**src/rtl/lfsr_pattern_ctrl_if.sv**
```systemverilog
// lfsr_pattern_ctrl_if: command, LFSR-side and UART-TX-side signals of the pattern sequencer.
interface lfsr_pattern_ctrl_if #(
    parameter int LFSR_BITS = 9,
    parameter int LEN_W     = 16
);
    logic                 cmd_start;
    logic                 cmd_stop;
    logic [LFSR_BITS-1:0] cmd_seed;
    logic [LEN_W-1:0]     cmd_len;
    logic                 lfsr_enb;
    logic                 lfsr_seed_dv;
    logic [LFSR_BITS-1:0] lfsr_seed_data;
    logic [LFSR_BITS-1:0] lfsr_data;
    logic                 lfsr_done;
    logic [7:0]           tx_data;
    logic                 tx_valid;
    logic                 tx_ready;
    logic                 busy;
    logic                 done;
    logic                 seed_err;
    logic [7:0]           wrap_cnt;

    modport master (
        output cmd_start, cmd_stop, cmd_seed, cmd_len, lfsr_data, lfsr_done, tx_ready,
        input  lfsr_enb, lfsr_seed_dv, lfsr_seed_data, tx_data, tx_valid, busy, done, seed_err, wrap_cnt
    );

    modport slave (
        input  cmd_start, cmd_stop, cmd_seed, cmd_len, lfsr_data, lfsr_done, tx_ready,
        output lfsr_enb, lfsr_seed_dv, lfsr_seed_data, tx_data, tx_valid, busy, done, seed_err, wrap_cnt
    );
endinterface

```
**src/rtl/lfsr_pattern_ctrl.sv**
```systemverilog
// lfsr_pattern_ctrl: seeds and steps an external XNOR(9,5) LFSR, emitting one byte per
// STEPS_PER_BYTE advances over a valid/ready handshake, and counts sequence wraps.
module lfsr_pattern_ctrl #(
    parameter int LFSR_BITS      = 9,
    parameter int STEPS_PER_BYTE = 8,
    parameter int LEN_W          = 16
) (
    input logic clk,
    input logic reset_n,
    lfsr_pattern_ctrl_if.slave bus
);
    typedef enum logic [2:0] {S_IDLE, S_SEED, S_STEP, S_PRESENT, S_DONE} state_t;

    state_t               r_state, w_next;
    logic [LFSR_BITS-1:0] r_seed;
    logic [LEN_W-1:0]     r_len;
    logic [LEN_W-1:0]     r_byte_cnt;
    logic [7:0]           r_step_cnt;
    logic [7:0]           r_wrap_cnt;
    logic                 r_seed_err;

    // All-ones is the XNOR lock-up state and can never be used as a seed.
    logic w_bad_seed, w_start_ok, w_hs, w_last_step;
    logic [LEN_W-1:0] w_byte_nxt;
    assign w_bad_seed  = bus.cmd_seed == '1;
    assign w_start_ok  = (r_state == S_IDLE) && bus.cmd_start && !w_bad_seed;
    assign w_hs        = (r_state == S_PRESENT) && bus.tx_ready;
    assign w_last_step = r_step_cnt == 8'(STEPS_PER_BYTE - 1);
    assign w_byte_nxt  = r_byte_cnt + 1'b1;

    always_ff @(posedge clk or negedge reset_n)
        if (!reset_n) r_state <= S_IDLE;
        else r_state <= w_next;

    always_comb begin
        w_next = r_state;
        case (r_state)
            S_IDLE:    w_next = w_start_ok ? S_SEED : S_IDLE;
            S_SEED:    w_next = S_STEP;
            S_STEP:    w_next = w_last_step ? S_PRESENT : S_STEP;
            S_PRESENT: w_next = !bus.tx_ready ? S_PRESENT :
                                (r_len != '0 && w_byte_nxt == r_len) ? S_DONE : S_STEP;
            default:   w_next = S_IDLE;
        endcase
        if (bus.cmd_stop && r_state != S_IDLE) w_next = S_IDLE;
    end

    always_ff @(posedge clk or negedge reset_n) begin
        if (!reset_n) begin
            r_seed     <= '0;
            r_len      <= '0;
            r_byte_cnt <= '0;
            r_step_cnt <= '0;
            r_wrap_cnt <= '0;
            r_seed_err <= 1'b0;
        end else begin
            r_seed_err <= (r_state == S_IDLE) && bus.cmd_start && w_bad_seed;
            r_step_cnt <= (r_state == S_STEP) ? r_step_cnt + 8'd1 : 8'd0;
            if (w_start_ok) begin
                r_seed     <= bus.cmd_seed;
                r_len      <= bus.cmd_len;
                r_byte_cnt <= '0;
                r_wrap_cnt <= '0;
            end
            if (w_hs) r_byte_cnt <= w_byte_nxt;
            // The LFSR only advances in STEP, so only there does lfsr_done mean a wrap.
            if (r_state == S_STEP && bus.lfsr_done && r_wrap_cnt != 8'hFF) r_wrap_cnt <= r_wrap_cnt + 8'd1;
        end
    end

    assign bus.lfsr_enb       = (r_state == S_SEED) || (r_state == S_STEP);
    assign bus.lfsr_seed_dv   = r_state == S_SEED;
    assign bus.lfsr_seed_data = r_seed;
    assign bus.tx_valid       = r_state == S_PRESENT;
    assign bus.tx_data        = (r_state == S_PRESENT) ? bus.lfsr_data[7:0] : 8'h00;
    assign bus.busy           = r_state != S_IDLE;
    assign bus.done           = r_state == S_DONE;
    assign bus.seed_err       = r_seed_err;
    assign bus.wrap_cnt       = r_wrap_cnt;
endmodule
```
**src/flat_wrapper.sv**
```systemverilog
// flat-port wrapper written by rule: the top's interface ports become plain ports
module lfsr_pattern_ctrl_flat 
#(
    parameter int LFSR_BITS      = 9,
    parameter int STEPS_PER_BYTE = 8,
    parameter int LEN_W          = 16
)
  (clk, reset_n, bus_cmd_start, bus_cmd_stop, bus_cmd_seed, bus_cmd_len, bus_lfsr_data, bus_lfsr_done, bus_tx_ready, bus_lfsr_enb, bus_lfsr_seed_dv, bus_lfsr_seed_data, bus_tx_data, bus_tx_valid, bus_busy, bus_done, bus_seed_err, bus_wrap_cnt);
  lfsr_pattern_ctrl_if #(.LFSR_BITS(LFSR_BITS), .LEN_W(LEN_W)) bus_i ();
  input logic clk;
  input logic reset_n;
  input wire logic [$bits(bus_i.cmd_start)-1:0] bus_cmd_start;
  input wire logic [$bits(bus_i.cmd_stop)-1:0] bus_cmd_stop;
  input wire logic [$bits(bus_i.cmd_seed)-1:0] bus_cmd_seed;
  input wire logic [$bits(bus_i.cmd_len)-1:0] bus_cmd_len;
  input wire logic [$bits(bus_i.lfsr_data)-1:0] bus_lfsr_data;
  input wire logic [$bits(bus_i.lfsr_done)-1:0] bus_lfsr_done;
  input wire logic [$bits(bus_i.tx_ready)-1:0] bus_tx_ready;
  output wire logic [$bits(bus_i.lfsr_enb)-1:0] bus_lfsr_enb;
  output wire logic [$bits(bus_i.lfsr_seed_dv)-1:0] bus_lfsr_seed_dv;
  output wire logic [$bits(bus_i.lfsr_seed_data)-1:0] bus_lfsr_seed_data;
  output wire logic [$bits(bus_i.tx_data)-1:0] bus_tx_data;
  output wire logic [$bits(bus_i.tx_valid)-1:0] bus_tx_valid;
  output wire logic [$bits(bus_i.busy)-1:0] bus_busy;
  output wire logic [$bits(bus_i.done)-1:0] bus_done;
  output wire logic [$bits(bus_i.seed_err)-1:0] bus_seed_err;
  output wire logic [$bits(bus_i.wrap_cnt)-1:0] bus_wrap_cnt;
  assign bus_i.cmd_start = bus_cmd_start;
  assign bus_i.cmd_stop = bus_cmd_stop;
  assign bus_i.cmd_seed = bus_cmd_seed;
  assign bus_i.cmd_len = bus_cmd_len;
  assign bus_i.lfsr_data = bus_lfsr_data;
  assign bus_i.lfsr_done = bus_lfsr_done;
  assign bus_i.tx_ready = bus_tx_ready;
  assign bus_lfsr_enb = bus_i.lfsr_enb;
  assign bus_lfsr_seed_dv = bus_i.lfsr_seed_dv;
  assign bus_lfsr_seed_data = bus_i.lfsr_seed_data;
  assign bus_tx_data = bus_i.tx_data;
  assign bus_tx_valid = bus_i.tx_valid;
  assign bus_busy = bus_i.busy;
  assign bus_done = bus_i.done;
  assign bus_seed_err = bus_i.seed_err;
  assign bus_wrap_cnt = bus_i.wrap_cnt;
  lfsr_pattern_ctrl #(.LFSR_BITS(LFSR_BITS), .STEPS_PER_BYTE(STEPS_PER_BYTE), .LEN_W(LEN_W)) u_core (.clk(clk), .reset_n(reset_n), .bus(bus_i));
endmodule
```
**config.mk**
```make
export PLATFORM = sky130hd
export DESIGN_NAME = lfsr_pattern_ctrl_flat
export DESIGN_NICKNAME = d
export VERILOG_FILES = /design/src/rtl/lfsr_pattern_ctrl_if.sv /design/src/rtl/lfsr_pattern_ctrl.sv /design/src/flat_wrapper.sv
export SDC_FILE = /design/constraint.sdc
export NUM_CORES = 1
export LEC_CHECK = 0
export ABC_AREA = 1
export BUFFER_PORTS_ARGS = -buffer_cell sky130_fd_sc_hd__buf_2
export CAP_MARGIN = 5
export CORE_MARGIN = 3
export CORE_UTILIZATION = 59
export CTS_CLUSTER_DIAMETER = 80
export DETAILED_ROUTE_END_ITERATION = 7
export GPL_TIMING_DRIVEN = 0
export PLACE_DENSITY = 0.87
export SYNTH_ARGS = -nofsm -noshare
export SYNTH_HDL_FRONTEND = slang
export SYNTH_SLANG_ARGS = --single-unit
```
**constraint.sdc**
```tcl
create_clock -name clk -period 3.29 [get_ports clk]
set_input_delay 0.329 -clock clk [delete_from_list [all_inputs] [get_ports clk]]
set_output_delay 0.329 -clock clk [all_outputs]
set_load 0.01 [all_outputs]
```
; Word level (Yosys, flattened, before mapping)
; Cells that the tools add are included.
[totals]
in_bits = 40
ff_bits = 61
romBits = 0
mem_bits_rw = 0
out_inout_bits = 31
memories = 0
latchBits = 0
[classes]
n_shift = 0
n_reduce_logical = 15
eq_ne = 8
n_mux = 12
n_addsub = 3
magnitude_cmp = 0
n_bitwise = 0
n_div = 0
n_mul = 0
[op_table]
columns = cell, n
row1 = 16-bit 2-to-1 mux, 2
row2 = 8-bit 2-to-1 mux, 4
row3 = "16-bit by 1-bit adder with 16-bit output, second input constant", 1
row4 = "8-bit by 1-bit adder with 8-bit output, second input constant", 2
row5 = 16-bit equality test, 1
row6 = 16-bit nonzero test, 1
row7 = 3-bit case mux with 4 select lines, 1
row8 = "9-bit equality test, second input constant", 1
row9 = 3-bit 2-to-1 mux, 3
row10 = "8-bit by 3-bit equality test with 1-bit output, second input constant", 1
row11 = 1-bit logical AND, 8
row12 = "8-bit != test, second input constant", 1
row13 = "3-bit by 2-bit equality test with 1-bit output, second input constant", 2
row14 = 2-bit nonzero test, 2
row15 = "3-bit by 1-bit equality test with 1-bit output, second input constant", 1
row16 = "3-bit equality test, second input constant", 1
row17 = 3-bit logical NOT, 1
row18 = 3-bit nonzero test, 1
row19 = 1-bit 2-to-1 mux, 2
row20 = 1-bit logical NOT, 1
row21 = 1-bit logical OR, 1

; Depth between registers and ports, before layout
; Gate-level depths: netlist of the first run.
[logic_depth]
ltp_word = 7
mapped_depth = 13
depth_no_buf = 13

; Worst setup path before layout of the first run
; OpenSTA, ideal clock, no wires.
[synth_path]
path_type = register to register
from = reg u_core.r_byte_cnt[0]
to = reg u_core.r_state[1]
setup_slack_ps = 1674
path_stages_with_launch = 14
path_buffers = 0
t_required_ps = 3169
arrival_ps = 1495
path_cell_list = dfrtp_1 -> ha_1 -> nand2_1 -> inv_1 -> nand2_1 -> nand2_1 -> nand2_1 -> nand2_1 -> nor2_1 -> nand3_1 -> nor2_2 -> nand3_2 -> nand2_1 -> a21oi_1
[synth_via]
elab_chain_cells = 7
[synth_rtl]
columns = element, line_no
row1 = "start, declared", lfsr_pattern_ctrl.sv:17  ; logic [LEN_W-1:0] r_byte_cnt;
row2 = "start signal, assigned", lfsr_pattern_ctrl.sv:65  ; if (w_hs) r_byte_cnt <= w_byte_nxt;
row3 = 16-bit by 1-bit adder with 16-bit output, lfsr_pattern_ctrl.sv:29  ; assign w_byte_nxt = r_byte_cnt + 1'b1;
row4 = 16-bit equality test, lfsr_pattern_ctrl.sv:42  ; (r_len != '0 && w_byte_nxt == r_len) ? S_DONE : S_STEP;
row5 = 1-bit logical AND, lfsr_pattern_ctrl.sv:42
row6 = 3-bit 2-to-1 mux, lfsr_pattern_ctrl.sv:42
row7 = 3-bit 2-to-1 mux, lfsr_pattern_ctrl.sv:41  ; S_PRESENT: w_next = !bus.tx_ready ? S_PRESENT :
row8 = 3-bit case mux with 4 select lines, lfsr_pattern_ctrl.sv:37  ; case (r_state)
row9 = 3-bit 2-to-1 mux, lfsr_pattern_ctrl.sv:45  ; if (bus.cmd_stop && r_state != S_IDLE) w_next = S_IDLE;
row10 = net u_core.w_next[1], lfsr_pattern_ctrl.sv:14  ; state_t r_state, w_next;
row11 = "end signal, assigned", lfsr_pattern_ctrl.sv:33  ; else r_state <= w_next;
row12 = "end, declared", lfsr_pattern_ctrl.sv:14
; The timed path passes the listed nets, and every way through them passes these cells.
; A chain may end at the register's enable or synchronous reset.

; Final worst setup path of the first run
[layout_path]
from = reg u_core.r_state[1]
to = out bus_tx_data[5]
[layout_via]
elab_chain_cells = 2
[layout_rtl]
columns = element, line_no
row1 = 3-bit by 2-bit equality test with 1-bit output, lfsr_pattern_ctrl.sv:75  ; assign bus.tx_data = (r_state == S_PRESENT) ? bus.lfsr_data[7:0] : 8'h00;
row2 = 8-bit 2-to-1 mux, lfsr_pattern_ctrl.sv:75
row3 = "end, declared", flat_wrapper.sv:22  ; output wire logic [$bits(bus_i.tx_data)-1:0] bus_tx_data;
; No other way between the ends.

==> results of run 1 <==
[placed cells by master (no fill, tap or decap), drive strengths merged, types with 2 or more instances in the layout]
cell type  instances
xor2               6
o21ai             33
o22ai             11
xnor2              2
ha                 3
a31oi              3
nand3             47
nor3              11
nand2            124
dfrtp             61
clkbuf            14
inv               63
buf               73
clkinv             4
clkinvlp           2
o32ai              2
a21oi              7
nand4              8
nor2              46
or2                2
[worst max path at each step]
| stage | depth (start not counted) | end | slack, ps |
|---|---|---|---|
| after floorplan | 13 | u_core.r_state[1] | 1670 |
| after global placement | 8 | u_core.r_len[12] | 1430 |
| after detailed placement | 8 | u_core.r_len[6] | 1380 |
| after CTS | 5 | bus_tx_data[5] | 1250 |
| after global routing | 5 | bus_tx_data[5] | 1090 |
| final | 5 | bus_tx_data[5] | 1260 |
[power breakdown]
group          total [W]  internal (W)  switching (W)
Clock           0.000657      0.000348       0.000309
Sequential       0.00110      0.000944       0.000161
Combinational   0.000955      0.000353       0.000602
[area by class of cell]
type                    count  area share [%]
plain buffers               7          0.7446
clock buffers              10           3.165
clock inverters             6           1.582
inverters                  64           5.957
multi-input cells         311           39.22
flip-flops and latches     61           37.85
well taps                  70           2.172
repair buffers             71           9.308
[worst max-delay path: stages (launching register included)]
cell and delay [ps]:
dfrtp_1 370, inv_1 130, nor3_4 270, clkinv_1 270
nor2_1 160, buf_2 150
[layer usage]
layer  up-vias  global-route usage, %  share of wire [%]
li1       1598                      -                  -
met1      1527                  35.15                 43
met2       150                  47.56                 47
met3        20                  6.908                7.7
met4         0                  12.29                2.3
met5         -                      0                  0
[flip-flops by register name (all words and copies together) (netlist names)]
signal                     cells
u_core.bus.seed_err            1
u_core.r_byte_cnt             16
u_core.r_len                  16
u_core.r_state                 3
u_core.bus.lfsr_seed_data      9
u_core.bus.wrap_cnt            8
u_core.r_step_cnt              8
[kinds of logic (layout without fill, tap and decap cells)]
logic type      after synthesis  in the layout  synth area share (%)
compound gates               59             59                 9.926
xor+xnor                      9              9                 2.741
fa+ha+maj                     3              3                 1.111
buf+inv                      71            158                 8.000
flops                        61             61                 45.19
simple gates                240            240                 33.04
[stage by stage]
step / std cells / utilization, % / worst slack [ps] / instance area [um^2]
after floorplan: 443 / - / 1674 / 3378
after global placement: 582 / 71.44 / 1429 / 3811
after detailed placement: 583 / 71.81 / 1385 / 3831
after CTS: 600 / 75.59 / 1251 / 4033
after global routing: 600 / 75.59 / 1095 / 4033
final: 600 / 75.59 / 1261 / 4033
==> flow_metrics.tcl, run 1 <==
set metrics [dict create \
    start_util_pct 63.32 \
    synth_most_common_cell "nand2_1" \
    yosysUniqueCellTypes 36 \
    worst_hold_slack_ps 162.3 \
    antenna_found_initial 0 \
    power.leakage_nw 2.108 \
    synth-async-reset-ratio_pct 100.0 \
    tns_ps 0 \
    rsz0062_at_grt "false" \
    synth-seq-cells 61 \
    multi_input_area_um2 1582 \
    hold-path-endpoint "u_core.r_len[0]" \
    area_growth_pct 19.37 \
    r2r_slack_ps 1360 \
    die_h_um 81.67 \
    grt_max_degree 37 \
    finalWorstPathRequiredPeriod_ps 2029 \
    die-area_um2 6670 \
    worstRegToRegCells 12 \
    dpl.hpwl_um 6258 \
    core_area_um2 5335 \
    synth.area.top_cells "dfrtp_1, nand2_1, inv_1" \
    required_ps 2960 \
    firstDrtPassIters 5 \
    synth_edf_count 0 \
    setup_violations 0 \
    drc 0 \
    ctsResizeCount 0 \
    htree_levels 3 \
    critPathCaptureType "output port" \
    drt_iter0_markers 264 \
    numCtsBuffers 9 \
    antenna_cells 0 \
    drv_slew 0 \
    startpoint_type "flop" \
    holdPathStages 3 \
    maxCapViolations 0 \
    drive_gt1_share_pct 21.13 \
    nets 568 \
    path_max_fanout 9 \
    fill_cells 418 \
    power_w 0.002717 \
    ys.flop_type "dfrtp_1" \
    cts_setup_buffers 0 \
    syn_inst 443 \
    crit_type "reg2out" \
    row_count 26 \
    overflow 0 \
    reg2reg_from "u_core.r_byte_cnt[0]" \
    cts-root-buf "clkbuf_8" \
    r2r_end "u_core.r_state[1]" \
    ys_seq_area_share_pct 45.19 \
    vias 3295 \
    regArea_um2 1526 \
    worst_pin_slew_ps 659.6 \
    cp-startpoint "u_core.r_state[1]" \
    fin_worst_skew_ps 7.417 \
    finalHoldViolations 0 \
    die_x_um 81.67 \
    path_clk_slew_ps 70 \
    cts_hold_buf 1 \
    portBuffers 69 \
    cts_buffer_depth 2 \
    clk_latency_ps 350 \
    ys.warnings.count 0 \
    relSlewSlack_pct 56.02 \
    viasPerCell 5.492 \
    worstPathArrival_ps 1700 \
    holdCritStartpoint "bus_cmd_len[0]" \
    clock_sinks 61 \
    post_drt_wl_per_cell_um 14.09 \
    power_per_cell_area_nw_per_um2 673.8 \
    synthTopCellsByCount "nand2_1, dfrtp_1, inv_1" \
    totalWireLength_um 8456 \
    synth_fp_nets 486 \
    final_antenna_net_count 0 \
    grt_pass1_vias 3307 \
    timing.fmax_mhz 492.8 \
    fin_crit_sh_pct 61.68 \
    gp_congestion 0.9158 \
    synth.avg_cell_area_um2 7.626 \
    status "completed" \
    ioPinCount 71 \
    hp-class "in2reg" \
    max-vdd-ir-drop_uv 507.1 \
    yosysTopAreaCellShare_pct 45.19 \
    cts_tree "done" \
    yosysTopAreaCell "dfrtp_1" \
    grt_pass1_wl_um 14380 \
    syn_area_um2 3378 \
    grt_use_total_pct 28.45 \
]
Note: power is estimated with default switching activity, not from simulation.
==> inputs of run 2 (changes only) <==
ABC_AREA = 0   (was 1)
CORE_UTILIZATION = 50   (was 59)
PLACE_DENSITY = 0.79   (was 0.87)
clock period = 1.85 ns   (was 3.29 ns; I/O delays follow)
==> run 2 against run 1 <==
The flow now finishes with violations (setup timing). Sequential share of layout area down 6.0 points. Largest cell class unchanged. Non-clock buffer count rose by 50. Clock power up 64%. Count of clock-buffer cells in the layout up 2. Hold slack got worse by 110 ps. Wire length up 30%. Flip-flop and latch count is the same. Cell area is 20% higher. Via count is 3.9% higher. First-iteration DRC count increased by 46%. Final cell count fell by 4.8%. Die area is 20% higher.
==> flow_metrics.tcl, run 2 <==
set metrics [dict create \
    antenna_cells 0 \
    setup_ws_ps -254.6 \
    path_clk_slew_ps 70 \
    post_drt_wl_per_cell_um 19.28 \
    ioPinCount 71 \
    synth-seq-cells 61 \
    layout_common_cells "buf_2, dfrtp_1, buf_4" \
    fin_crit_sh_pct 113.8 \
    tns_ps -806.2 \
    setup_violations 8 \
    power.leakage_nw 2.258 \
    critPathCaptureType "flop" \
    fin_worst_skew_ps 5.812 \
    htree_levels 3 \
    hp-class "in2reg" \
    violations "setup timing" \
    final_antenna_net_count 0 \
    syn_area_um2 3492 \
    layout.cells.non_filler 571 \
    dpl.hpwl_um 6032 \
    crit_type "reg2reg" \
    drv_slew 0 \
    worst_hold_slack_ps 49.20 \
    grt_pass1_wl_um 14360 \
    viasPerCell 5.996 \
    yosysUniqueCellTypes 58 \
    drt_iter0_markers 385 \
    path_max_fanout 7 \
    synth_most_common_cell "dfrtp_1" \
    synth_fp_nets 397 \
    mostFrequentLayoutCell "buf_2" \
    numCtsBuffers 9 \
    drc 0 \
    ys.warnings.count 0 \
    antenna_found_initial 0 \
    cts-root-buf "clkbuf_8" \
    finalWorstPathRequiredPeriod_ps 2105 \
    yosysTopAreaCell "dfrtp_1" \
    timing.fmax_mhz 475.2 \
    die_h_um 89.57 \
    maxCapViolations 0 \
    firstDrtPassIters 5 \
    max-vdd-ir-drop_uv 794.1 \
    ys.flop_type "dfrtp_1" \
    fill_cells 406 \
    synth.area.top_cells "dfrtp_1, mux2_2, o21ai_0" \
    core_area_um2 6568 \
    drive_gt1_share_pct 43.93 \
    yosysTopAreaCellShare_pct 43.71 \
    start_util_pct 53.17 \
    relSlewSlack_pct 58.88 \
    cts_tree "done" \
    area_growth_pct 38.37 \
    placed_cells 517 \
    dp_slack_ps -299.7 \
    power_per_cell_area_nw_per_um2 899.3 \
    row_count 29 \
    multi_input_area_um2 2082 \
    worstPathArrival_ps 2330 \
    portBuffers 69 \
    synth-async-reset-ratio_pct 100.0 \
    nets 516 \
    totalWireLength_um 11010 \
    gp_congestion 0.8735 \
    regArea_um2 1539 \
    die_x_um 89.57 \
    vias 3424 \
    worst_pin_slew_ps 616.8 \
    clk_latency_ps 350 \
    rsz0062_at_grt "true" \
    grt_max_degree 36 \
    synth.avg_cell_area_um2 9.865 \
    grt_use_total_pct 23.41 \
    required_ps 2070 \
    finalHoldViolations 0 \
    startpoint_type "flop" \
    synthTopCellsByCount "dfrtp_1, o21ai_0, nand2_1" \
    die-area_um2 8023 \
    clock_sinks 61 \
    synth_edf_count 0 \
    overflow 0 \
    cts_buffer_depth 2 \
    ys_seq_area_share_pct 43.71 \
    grt_pass1_vias 3024 \
    syn_inst 354 \
    status "finished, violations left" \
]
[run 2: cell types whose count changed after synthesis, sizes merged, moves of 6 or more]
cell   before  now
nor2       46   29
nand3      47   16
o21ai      33   40
buf         3   11
inv        63    4
mux2        0   23
and2        0   12
nand2     124   33
xnor2       2   16
and3        0   11
nor4        1    9
o22ai      11    0
o31ai       0    6
[run 2: cell families after synthesis]
family                     synth area share, %
and+or+nand+nor                          23.33
AOI/OAI and AO/OA                        12.25
DFF                                      43.71
xor gates and xnor gates                 6.987
muxes                                    8.277
buffers and inverters                    4.371
adders and majority gates                1.075
[run 2: layer usage]
layer / vias up / share of wire (%) / track usage (%) / wire length [um]
met5: - / 0 / 0 / 0
met4: 0 / 3.8 / 9.337 / 416
met3: 49 / 6.8 / 5.109 / 746
met2: 197 / 50 / 37.97 / 5488
met1: 1678 / 40 / 30.61 / 4357
li1: 1500 / - / - / -
[run 2: layout make-up]
class	count	area share (%)
multi-input combinational	269	43.09
buffer	17	3.521
clock inverter	4	0.4661
tap	93	2.408
sequential	61	31.85
timing repair buffer	111	15.15
clock buffer	12	3.211
inverter	4	0.3107
[run 2: power breakdown]
group          switching [W]  leakage [nW]  internal [W]
Sequential          0.000234         0.773       0.00155
Clock               0.000526        0.0921      0.000552
Combinational       0.000699          1.39      0.000783
[run 2: critical path, cell delays in order, from the launching register on]
cell	delay [ps]
dfrtp_1	400
clkbuf_8	140
buf_4	170
and2_1	180
o21ai_0	190
a22oi_1	130
a211o_1	380
and4bb_1	300
a21oi_1	90
[run 2: path summary, 6_finish.rpt]
kind                                            from                    end  slack [ps]  cells after the start
min in group asynchronous                    reset_n        u_core.r_len[3]         400                      2
worst max-delay path            u_core.r_byte_cnt[7]      u_core.r_state[1]        -250                      8
worst min register to register  u_core.r_step_cnt[0]   u_core.r_step_cnt[0]         450                      1
worst max register to register  u_core.r_byte_cnt[7]      u_core.r_state[1]        -250                      8
max in group asynchronous                    reset_n  u_core.r_byte_cnt[11]         830                      3
worst min-delay path                    bus_cmd_stop      u_core.r_state[0]          50                      2
[run 2: metrics by stage]
step | utilization (%) | instance area [um^2] | power, W
5_1_grt | 73.58 | 4832 | 0.004548
3_5_place_dp | 60.66 | 3984 | 0.002848
6_report | 73.58 | 4832 | 0.004346
2_1_floorplan | - | 3502 | 0.002469
4_1_cts | 67.16 | 4410 | 0.003966
3_3_place_gp | 60.35 | 3964 | 0.002791
[run 2: repair_timing]
| action | 4_1_cts | 5_1_grt |
|---|---|---|
| resized for setup | 26 | 69 |
| endpoints found under the hold margin | 26 | 0 |
| hold buffers | 1 | 0 |
| cloned | 0 | 3 |
| setup endpoints to repair | 38 | 48 |
| pin swaps | 16 | 24 |
| buffers inserted | 20 | 17 |
==> inputs of run 3 (changes only) <==
--- a/config.mk
+++ b/config.mk
@@ -6,13 +6,14 @@
 export NUM_CORES = 1
 export LEC_CHECK = 0
-export ABC_AREA = 0
+export ABC_AREA = 1
 export BUFFER_PORTS_ARGS = -buffer_cell sky130_fd_sc_hd__buf_2
 export CAP_MARGIN = 5
 export CORE_MARGIN = 3
-export CORE_UTILIZATION = 50
+export CORE_UTILIZATION = 49
 export CTS_CLUSTER_DIAMETER = 80
+export CTS_CLUSTER_SIZE = 8
 export DETAILED_ROUTE_END_ITERATION = 7
 export GPL_TIMING_DRIVEN = 0
-export PLACE_DENSITY = 0.79
+export PLACE_DENSITY = 0.78
 export SYNTH_ARGS = -nofsm -noshare
 export SYNTH_HDL_FRONTEND = slang
==> constraint.sdc (replaced) <==
create_clock -name clk -period 1.85 [get_ports clk]
set_input_delay 0.185 -clock clk [delete_from_list [all_inputs] [get_ports clk]]
set_output_delay 0.185 -clock clk [all_outputs]
set_load 0.05 [all_outputs]
==> run 3 against run 2 <==
The run still ends with setup timing left. Largest cell class unchanged. Clock power increased by 9%. Highest routed layer unchanged. Flip-flop and latch count unchanged. Global-route usage rose by 0.98 points. Utilization shrank 8.2 points. Setup slack gained 240 ps. Sequential power rose by 10%. Count of clock-buffer cells in the layout is 2 lower.
==> flow_metrics.tcl, run 3 (synthesized netlist as in run 1, its figures left out) <==
set metrics [dict create \
    drc 0 \
    finalWorstPathRequiredPeriod_ps 1866 \
    viasPerCell 5.388 \
    nets 577 \
    vias 3319 \
    fin_worst_skew_ps 12.51 \
    drt_iter0_markers 192 \
    clk_latency_ps 350 \
    path_clk_slew_ps 70 \
    ioPinCount 71 \
    htree_levels 3 \
    regArea_um2 1530 \
    worstPathArrival_ps 2110 \
    rsz0062_at_grt "true" \
    path_max_fanout 7 \
    firstDrtPassIters 5 \
    totalWireLength_um 9217 \
    fill_cells 556 \
    startpoint_type "flop" \
    final_antenna_net_count 0 \
    crit_type "reg2reg" \
    multi_input_area_um2 1672 \
    die-area_um2 7926 \
    worst_pin_slew_ps 682.7 \
    die_x_um 89.03 \
    drv_slew 0 \
    clock_sinks 61 \
    antenna_found_initial 0 \
    power_per_cell_area_nw_per_um2 1318 \
    cts-root-buf "clkbuf_8" \
    start_util_pct 51.72 \
    area_growth_pct 26.33 \
    grt_pass1_vias 3172 \
    power.leakage_nw 2.166 \
    cts_tree "done" \
    finalHoldViolations 0 \
    fin_crit_sh_pct 100.8 \
    status "finished, violations left" \
    dpl.hpwl_um 6535 \
    hp-class "in2reg" \
    power_w 0.005625 \
    relSlewSlack_pct 54.49 \
    portBuffers 69 \
    setup_ws_ps -15.71 \
    numCtsBuffers 9 \
    grt_use_total_pct 24.39 \
    mostFrequentLayoutCell "nand2_1" \
    core_area_um2 6531 \
    worst_hold_slack_ps 18.29 \
    drive_gt1_share_pct 27.83 \
    gp_congestion 0.8758 \
    setup_violations 1 \
    max-vdd-ir-drop_uv 1107 \
    antenna_cells 0 \
    required_ps 2090 \
    maxCapViolations 0 \
    overflow 0 \
    timing.fmax_mhz 536.0 \
    post_drt_wl_per_cell_um 14.96 \
    layout_common_cells "nand2_1, buf_2, dfrtp_1" \
    row_count 29 \
    cts_buffer_depth 2 \
    critPathCaptureType "flop" \
    violations "setup timing" \
    grt_max_degree 34 \
    grt_pass1_wl_um 14790 \
    die_h_um 89.03 \
]
[run 3: cell types whose count changed in the layout (fill, tap and decap cells not counted), moves of 8 or more]
cell	change
inv_1	+53
xnor2_1	-12
mux2_4	-15
nand2_1	+83
o21ai_1	-10
and2_1	-12
nand3_1	+25
mux2_2	-8
o22ai_1	+11
buf_4	-26
[run 3: path summary, 6_finish.rpt]
path / to / startpoint / depth (start not counted) / slack [ps]
setup / recovery: u_core.r_state[1] / u_core.r_byte_cnt[0] / 12 / -20
hold / removal: u_core.r_len[4] / bus_cmd_len[4] / 3 / 20
setup reg to reg: u_core.r_state[1] / u_core.r_byte_cnt[0] / 12 / -20
hold reg to reg: u_core.r_step_cnt[0] / u_core.r_step_cnt[0] / 1 / 470
max in group asynchronous: u_core.bus.wrap_cnt[0] / reset_n / 3 / 820
min in group asynchronous: u_core.r_len[3] / reset_n / 2 / 400
[run 3: final cells by class]
cell class / instances / share of cell area [%]
clock inverters: 6 / 1.495
inverters: 64 / 5.746
repair buffers: 79 / 11.61
clock buffers: 10 / 2.990
plain buffers: 7 / 0.7622
flip-flops and latches: 61 / 35.85
multi-input cells: 311 / 39.17
well taps: 77 / 2.257
repair inverters: 1 / 0.1173
[run 3: worst max-delay path: stages, from the launching register on]
cell and delay (ps):
dfrtp_1 440, ha_4 190, nand2_2 80, nor2_4 180, nand3_2 100, nand2_2 100, nor2_2 40, nor2_1 90
nand3_1 150, nor2_2 160, nand3_2 100, nand2_1 70, a21oi_1 50
[run 3: through the flow]
| stage | cells | area [um^2] | TNS [ps] | setup WS (ps) | utilization (%) |
|---|---|---|---|---|---|
| floorplan | 443 | 3395 | -2528 | -347.0 | - |
| global placement | 589 | 3836 | -122.5 | -38.03 | 58.74 |
| detailed placement | 590 | 3856 | -327.3 | -61.23 | 59.04 |
| CTS | 611 | 4121 | -9.534 | -9.534 | 63.10 |
| global route | 616 | 4268 | -283.1 | -163.0 | 65.34 |
| finish | 616 | 4268 | -15.71 | -15.71 | 65.34 |
[run 3: what timing repair did]
action / CTS / global route
gates resized for setup: 15 / 25
pin swaps: 3 / 13
cloned: 0 / 1
setup buffers: 4 / 4
endpoints found under the hold margin: 28 / 0
hold buffers: 1 / 0
setup endpoints to repair: 24 / 30
[run 3: power breakdown]
group	leakage (nW)	switching, W	internal [W]
clock network	0.0923	0.000557	0.000619
registers	0.801	0.000288	0.00168
logic	1.27	0.00172	0.000755
total	2.17	0.00257	0.00306
[run 3: layer usage]
layer | up-vias | global-route usage, % | wire [um]
met3 | 22 | 6.820 | 571
met2 | 116 | 42.11 | 4667
met1 | 1560 | 29.99 | 3765
met4 | 0 | 6.901 | 212
li1 | 1621 | - | -
met5 | - | 0 | 0
